`src/rtl/prog_loader_if.sv`:
```
// Byte-stream and instruction-memory write bus for prog_loader.
// master = host/stream side, slave = the loader itself.
interface prog_loader_if #(
    parameter int ADDRESS_WIDTH = 16,
    parameter int DATA_WIDTH    = 8
);
    logic                     start;
    logic                     in_valid;
    logic [DATA_WIDTH-1:0]    in_data;
    logic                     in_ready;
    logic                     mem_we;
    logic [ADDRESS_WIDTH-1:0] mem_addr;
    logic [DATA_WIDTH-1:0]    mem_wdata;
    logic                     cpu_hold;
    logic                     busy;
    logic                     done;
    logic                     err;

    modport master (
        output start, in_valid, in_data,
        input  in_ready, mem_we, mem_addr, mem_wdata, cpu_hold, busy, done, err
    );

    modport slave (
        input  start, in_valid, in_data,
        output in_ready, mem_we, mem_addr, mem_wdata, cpu_hold, busy, done, err
    );
endinterface

```
`src/rtl/prog_loader.sv`:
```
// Streams a length-prefixed program image into the instruction memory byte port.
// Optional trailing XOR checksum byte is enabled by defining PROG_LOADER_CHECKSUM_EN.
module prog_loader #(
    parameter int          ADDRESS_WIDTH = 16,
    parameter int          DATA_WIDTH    = 8,
    parameter int unsigned BASE_ADDR     = 0
) (
    input  logic         clk,
    input  logic         rst,
    prog_loader_if.slave bus
);

    typedef enum logic [2:0] {
        S_IDLE,
        S_LEN,
        S_DATA,
`ifdef PROG_LOADER_CHECKSUM_EN
        S_CHK,
`endif
        S_DONE
    } state_t;

`ifdef PROG_LOADER_CHECKSUM_EN
    localparam state_t S_TAIL = S_CHK;
`else
    localparam state_t S_TAIL = S_DONE;
`endif

    localparam logic [32:0]              MAX_LEN = 33'(1) << ADDRESS_WIDTH;
    localparam logic [ADDRESS_WIDTH-1:0] BASE    = ADDRESS_WIDTH'(BASE_ADDR);

    state_t                   state_reg;
    state_t                   state_next;
    logic [31:0]              length_reg;
    logic [32:0]              cnt_reg;
    logic                     in_ready_reg;
    logic                     mem_we_reg;
    logic [ADDRESS_WIDTH-1:0] mem_addr_reg;
    logic [DATA_WIDTH-1:0]    mem_wdata_reg;
    logic                     busy_reg;
    logic                     done_reg;
    logic                     err_reg;
`ifdef PROG_LOADER_CHECKSUM_EN
    logic [DATA_WIDTH-1:0]    xor_reg;
`endif

    logic        accept;
    logic [31:0] len_full;
    logic [32:0] cnt_inc;
    logic        last_hdr;
    logic        oversize;

    assign accept   = bus.in_valid && in_ready_reg;
    // Full length as it will stand once the 4th header byte lands.
    assign len_full = {bus.in_data[7:0], length_reg[23:0]};
    assign cnt_inc  = cnt_reg + 33'd1;
    assign last_hdr = (cnt_reg[1:0] == 2'd3);
    assign oversize = ({1'b0, len_full} > MAX_LEN);

    always_comb begin
        state_next = state_reg;
        case (state_reg)
            S_IDLE: begin
                if (bus.start) begin
                    state_next = S_LEN;
                end
            end
            S_LEN: begin
                if (accept && last_hdr) begin
                    if (oversize) begin
                        state_next = S_IDLE;
                    end else if (len_full == 32'd0) begin
                        state_next = S_TAIL;
                    end else begin
                        state_next = S_DATA;
                    end
                end
            end
            S_DATA: begin
                if (accept && (cnt_inc == {1'b0, length_reg})) begin
                    state_next = S_TAIL;
                end
            end
`ifdef PROG_LOADER_CHECKSUM_EN
            S_CHK: begin
                if (accept) begin
                    state_next = (bus.in_data == xor_reg) ? S_DONE : S_IDLE;
                end
            end
`endif
            S_DONE: begin
                state_next = S_IDLE;
            end
            default: begin
                state_next = S_IDLE;
            end
        endcase
    end

    always_ff @(posedge clk) begin
        if (rst) begin
            state_reg     <= S_IDLE;
            length_reg    <= '0;
            cnt_reg       <= '0;
            in_ready_reg  <= 1'b0;
            mem_we_reg    <= 1'b0;
            mem_addr_reg  <= BASE;
            mem_wdata_reg <= '0;
            busy_reg      <= 1'b0;
            done_reg      <= 1'b0;
            err_reg       <= 1'b0;
`ifdef PROG_LOADER_CHECKSUM_EN
            xor_reg       <= '0;
`endif
        end else begin
            state_reg    <= state_next;
            // Status outputs are decoded from the next state so they line up with state_reg.
            in_ready_reg <= (state_next == S_LEN) || (state_next == S_DATA)
`ifdef PROG_LOADER_CHECKSUM_EN
                            || (state_next == S_CHK)
`endif
                            ;
            busy_reg     <= (state_next != S_IDLE);
            done_reg     <= (state_next == S_DONE);
            mem_we_reg   <= 1'b0;

            case (state_reg)
                S_IDLE: begin
                    if (bus.start) begin
                        err_reg    <= 1'b0;
                        length_reg <= '0;
                        cnt_reg    <= '0;
`ifdef PROG_LOADER_CHECKSUM_EN
                        xor_reg    <= '0;
`endif
                    end
                end
                S_LEN: begin
                    if (accept) begin
                        length_reg[{cnt_reg[1:0], 3'b000} +: 8] <= bus.in_data[7:0];
                        if (last_hdr) begin
                            cnt_reg <= '0;
                            if (oversize) begin
                                err_reg <= 1'b1;
                            end
                        end else begin
                            cnt_reg <= cnt_inc;
                        end
                    end
                end
                S_DATA: begin
                    if (accept) begin
                        mem_we_reg    <= 1'b1;
                        mem_wdata_reg <= bus.in_data;
                        mem_addr_reg  <= BASE + cnt_reg[ADDRESS_WIDTH-1:0];
                        cnt_reg       <= cnt_inc;
`ifdef PROG_LOADER_CHECKSUM_EN
                        xor_reg       <= xor_reg ^ bus.in_data;
`endif
                    end
                end
`ifdef PROG_LOADER_CHECKSUM_EN
                S_CHK: begin
                    if (accept && (bus.in_data != xor_reg)) begin
                        err_reg <= 1'b1;
                    end
                end
`endif
                default: begin
                end
            endcase
        end
    end

    assign bus.in_ready  = in_ready_reg;
    assign bus.mem_we    = mem_we_reg;
    assign bus.mem_addr  = mem_addr_reg;
    assign bus.mem_wdata = mem_wdata_reg;
    assign bus.busy      = busy_reg;
    assign bus.cpu_hold  = busy_reg;
    assign bus.done      = done_reg;
    assign bus.err       = err_reg;

endmodule

```
`src/flat_wrapper.sv`:
```
// flat-port wrapper written by rule: the top's interface ports become plain ports
module prog_loader_flat 
#(
    parameter int          ADDRESS_WIDTH = 16,
    parameter int          DATA_WIDTH    = 8,
    parameter int unsigned BASE_ADDR     = 0
)
  (clk, rst, bus_start, bus_in_valid, bus_in_data, bus_in_ready, bus_mem_we, bus_mem_addr, bus_mem_wdata, bus_cpu_hold, bus_busy, bus_done, bus_err);
  prog_loader_if #(.ADDRESS_WIDTH(ADDRESS_WIDTH), .DATA_WIDTH(DATA_WIDTH)) bus_i ();
  input  logic clk;
  input  logic rst;
  input wire logic [$bits(bus_i.start)-1:0] bus_start;
  input wire logic [$bits(bus_i.in_valid)-1:0] bus_in_valid;
  input wire logic [$bits(bus_i.in_data)-1:0] bus_in_data;
  output wire logic [$bits(bus_i.in_ready)-1:0] bus_in_ready;
  output wire logic [$bits(bus_i.mem_we)-1:0] bus_mem_we;
  output wire logic [$bits(bus_i.mem_addr)-1:0] bus_mem_addr;
  output wire logic [$bits(bus_i.mem_wdata)-1:0] bus_mem_wdata;
  output wire logic [$bits(bus_i.cpu_hold)-1:0] bus_cpu_hold;
  output wire logic [$bits(bus_i.busy)-1:0] bus_busy;
  output wire logic [$bits(bus_i.done)-1:0] bus_done;
  output wire logic [$bits(bus_i.err)-1:0] bus_err;
  assign bus_i.start = bus_start;
  assign bus_i.in_valid = bus_in_valid;
  assign bus_i.in_data = bus_in_data;
  assign bus_in_ready = bus_i.in_ready;
  assign bus_mem_we = bus_i.mem_we;
  assign bus_mem_addr = bus_i.mem_addr;
  assign bus_mem_wdata = bus_i.mem_wdata;
  assign bus_cpu_hold = bus_i.cpu_hold;
  assign bus_busy = bus_i.busy;
  assign bus_done = bus_i.done;
  assign bus_err = bus_i.err;
  prog_loader #(.ADDRESS_WIDTH(ADDRESS_WIDTH), .DATA_WIDTH(DATA_WIDTH), .BASE_ADDR(BASE_ADDR)) u_core (.clk(clk), .rst(rst), .bus(bus_i));
endmodule
```
`config.mk`:
```
export PLATFORM = sky130hd
export DESIGN_NAME = prog_loader_flat
export DESIGN_NICKNAME = d
export VERILOG_FILES = /design/src/rtl/prog_loader_if.sv /design/src/rtl/prog_loader.sv /design/src/flat_wrapper.sv
export SDC_FILE = /design/constraint.sdc
export NUM_CORES = 1
export LEC_CHECK = 0
export CORE_AREA = 4 4 94 131
export CTS_BUF_LIST = sky130_fd_sc_hd__clkbuf_4 sky130_fd_sc_hd__clkbuf_8
export CTS_CLUSTER_DIAMETER = 40
export DETAILED_ROUTE_END_ITERATION = 8
export DIE_AREA = 0 0 98 135
export PLACE_DENSITY_LB_ADDON = 0.3
export SLEW_MARGIN = 20
export SYNTH_ARGS = -nofsm -noshare
export SYNTH_HDL_FRONTEND = slang
export SYNTH_SLANG_ARGS = --single-unit
```
`constraint.sdc`:
```
create_clock -name clk -period 2.82 [get_ports clk]
set_input_delay 0.564 -clock clk [delete_from_list [all_inputs] [get_ports clk]]
set_output_delay 0.564 -clock clk [all_outputs]
set_load 0.005 [all_outputs]
```
==> flow_summary.toml <==
[place]
placed_area_mm2 = 0.00627
port_buffers = 41
hpwlAfterDp_um = 12500
dp_slack_ns = -0.00488
placed_cells = 908
gp_congestion = 0.969

[clocking]
clk_pin_slew_ns = 0.09
root_buffer = "clkbuf_8"
post-cts-setup-buffer-count = 0
cts_buffers = 9
clockBufferDepth = 2
cts_tree = "built"
h-tree-depth = 3
cts_resized = 0
cts_hold_buf = 0
cts_sinks = 97
clock_latency_ns = 0.38

[floorplan]
io_pins = 42
dieArea_mm2 = 0.0132
core_area_mm2 = 0.0112
die_width_um = 98
start_util_pct = 48.9
fp.dieH_um = 135
rows = 46

[synth]
syn_inst = 726
yosys-top-cells-area = "dfxtp_1, a21oi_1, nand2_1"
synth.most_common_cell = "dfxtp_1"
synth-seq-cells = 97
yosysSeqAreaShare_pct = 35.4
yosysTopAreaCell = "dfxtp_1"
yosysTopAreaCellShare_pct = 35.4
synth_cell_type_count = 61
synthFlopType = "dfxtp_1"
ys.warnings.count = 0
syn-cell-area_mm2 = 0.00548
syn_nets = 743
synthTopCellsByCount = "dfxtp_1, nand2_1, a21oi_1, nor2_1, clkbuf_1"
synth-async-reset-ratio_pct = 0
syn_area_per_cell_um2 = 7.55
synth_edf_count = 0

[cells_and_area]
largest_reg_flops = 33
diodes = 0
final_util_pct = 58.1
regArea_mm2 = 0.00195
finalNonFillerCells = 924
drive_gt1_share_pct = 13.1
area_growth_pct = 18.8
fillers = 1054
layout.nets = 792
multi_input_area_mm2 = 0.00331
fin_area_mm2 = 0.00652

[timing]
slew_violations = 0
max_slew_margin_pct = 51.1
tightest_slew_ns = 0.728
max_freq_mhz = 376
fin_crit_ns = 2.66
hold_ws_ns = 0.456
finalCritPeriodShare_pct = 94.2
setup_tns_ns = 0
fin_ws_ns = 0.164
final.setup_skew_ns = 0.00934
grt_setup_unrepaired = "false"
finalSetupViolations = 0
final_hold_viol_count = 0

[power_and_ir_drop]
finalPower_mw = 2.47
p_leak_nw = 2.28
ir_worst_vdd_mv = 0.377
p_per_area_mw_per_mm2 = 379

[global_routing]
grt_pass1_vias = 5233
grt_max_degree = 50
grt_first_pass_wirelength_um = 26700
grt_overflow_total = 0
grt_antenna_before_repair = 0
grt_usage_pct = 25.3

[drt]
wl_per_cell_um = 18.5
remaining_drc_errors = 0
ant_nets = 0
firstDrtPassIters = 5
via_per_inst = 6.18
drt_iter0_markers = 568
routed_wl_um = 17000
vias = 5707

[min_path]
hp-start = "u_core.bus.mem_addr[9]"
hp-class = "reg2reg"

[worst_setup_path]
crit_end = "u_core.bus.in_ready"
worstRegToRegCells = 8
setup.worst_path.class = "reg2reg"
reg2reg_slack_ns = 0.16
crit_path_max_fanout = 8
cp.required_ns = 3.08
r2r-end = "u_core.bus.in_ready"
timing.rr.start = "u_core.cnt_reg[0]"
crit_start = "u_core.cnt_reg[0]"
cp-start-kind = "flip-flop"
cp-end-kind = "flip-flop"
cp.arrival_ns = 2.92

[status]
status = "finished, final reports clean"

[run]
drv_cap = 0
[worst max-delay path, cell delays in order, from the launching register on]
cell	delay [ns]
dfxtp_1	0.35
ha_2	0.26
nand4_2	0.29
nor4_1	0.50
xor2_1	0.19
a211oi_1	0.12
or4_1	0.49
o31ai_1	0.24
nand3_1	0.10
[how the worst min path moves through the flow]
| stage | endpoint | slack, ns | cells past startpoint |
|---|---|---|---|
| after detailed placement | u_core.bus.mem_addr[9] | 0.45 | 2 |
| final | u_core.bus.mem_addr[9] | 0.46 | 2 |
| after floorplan | u_core.length_reg[6] | 0.45 | 2 |
| after global routing | u_core.bus.mem_wdata[7] | 0.47 | 2 |
| after global placement | u_core.bus.mem_addr[15] | 0.44 | 2 |
| after CTS | u_core.bus.mem_addr[9] | 0.46 | 2 |
[cell families (layout without fill, tap and decap cells)]
logic type / count (synthesis) / after routing / share of synthesized area (%)
adder cells (fa/ha/maj): 5 / 5 / 1.14
other: 1 / 1 / 0.0684
XOR/XNOR: 42 / 42 / 6.71
flip-flops: 97 / 97 / 35.4
AND/OR/NAND/NOR: 328 / 328 / 31.2
buffers and inverters: 68 / 122 / 5.02
multiplexers: 4 / 4 / 0.730
AO/OA/AOI/OAI: 181 / 181 / 19.7
[metal layers]
metal,vias to the layer above,GRT usage [%],routed length [um]
li1,2711,-,-
met1,2697,30.9,6720
met2,253,43.9,8510
met3,46,3.98,1190
met4,0,10.8,634
met5,-,0,0
[report_power, final]
group,total [mW],switching [mW],internal (mW)
Combinational,0.132,0.0858,0.0466
Sequential,1.38,0.00615,1.37
Clock,0.958,0.507,0.451
[area by class of cell]
cell class,instances,area share [%]
Multi-Input combinational cell,561,50.8
Sequential cell,97,29.9
Timing Repair Buffer,97,12.9
Tap cell,144,2.76
Clock buffer,11,2.23
Clock inverter,5,0.941
Inverter,9,0.518
[layout by cell type (no fill, tap or decap), drive strengths merged, types with 21 or more instances in the layout]
cell,instances
dfxtp,97
nand2,95
a21oi,82
nor2,66
buf,57
clkdlybuf4s50,40
nand3,37
o21ai,32
nor4,25
xor2,24
nor3,21
Note: power is estimated with default switching activity, not from simulation.
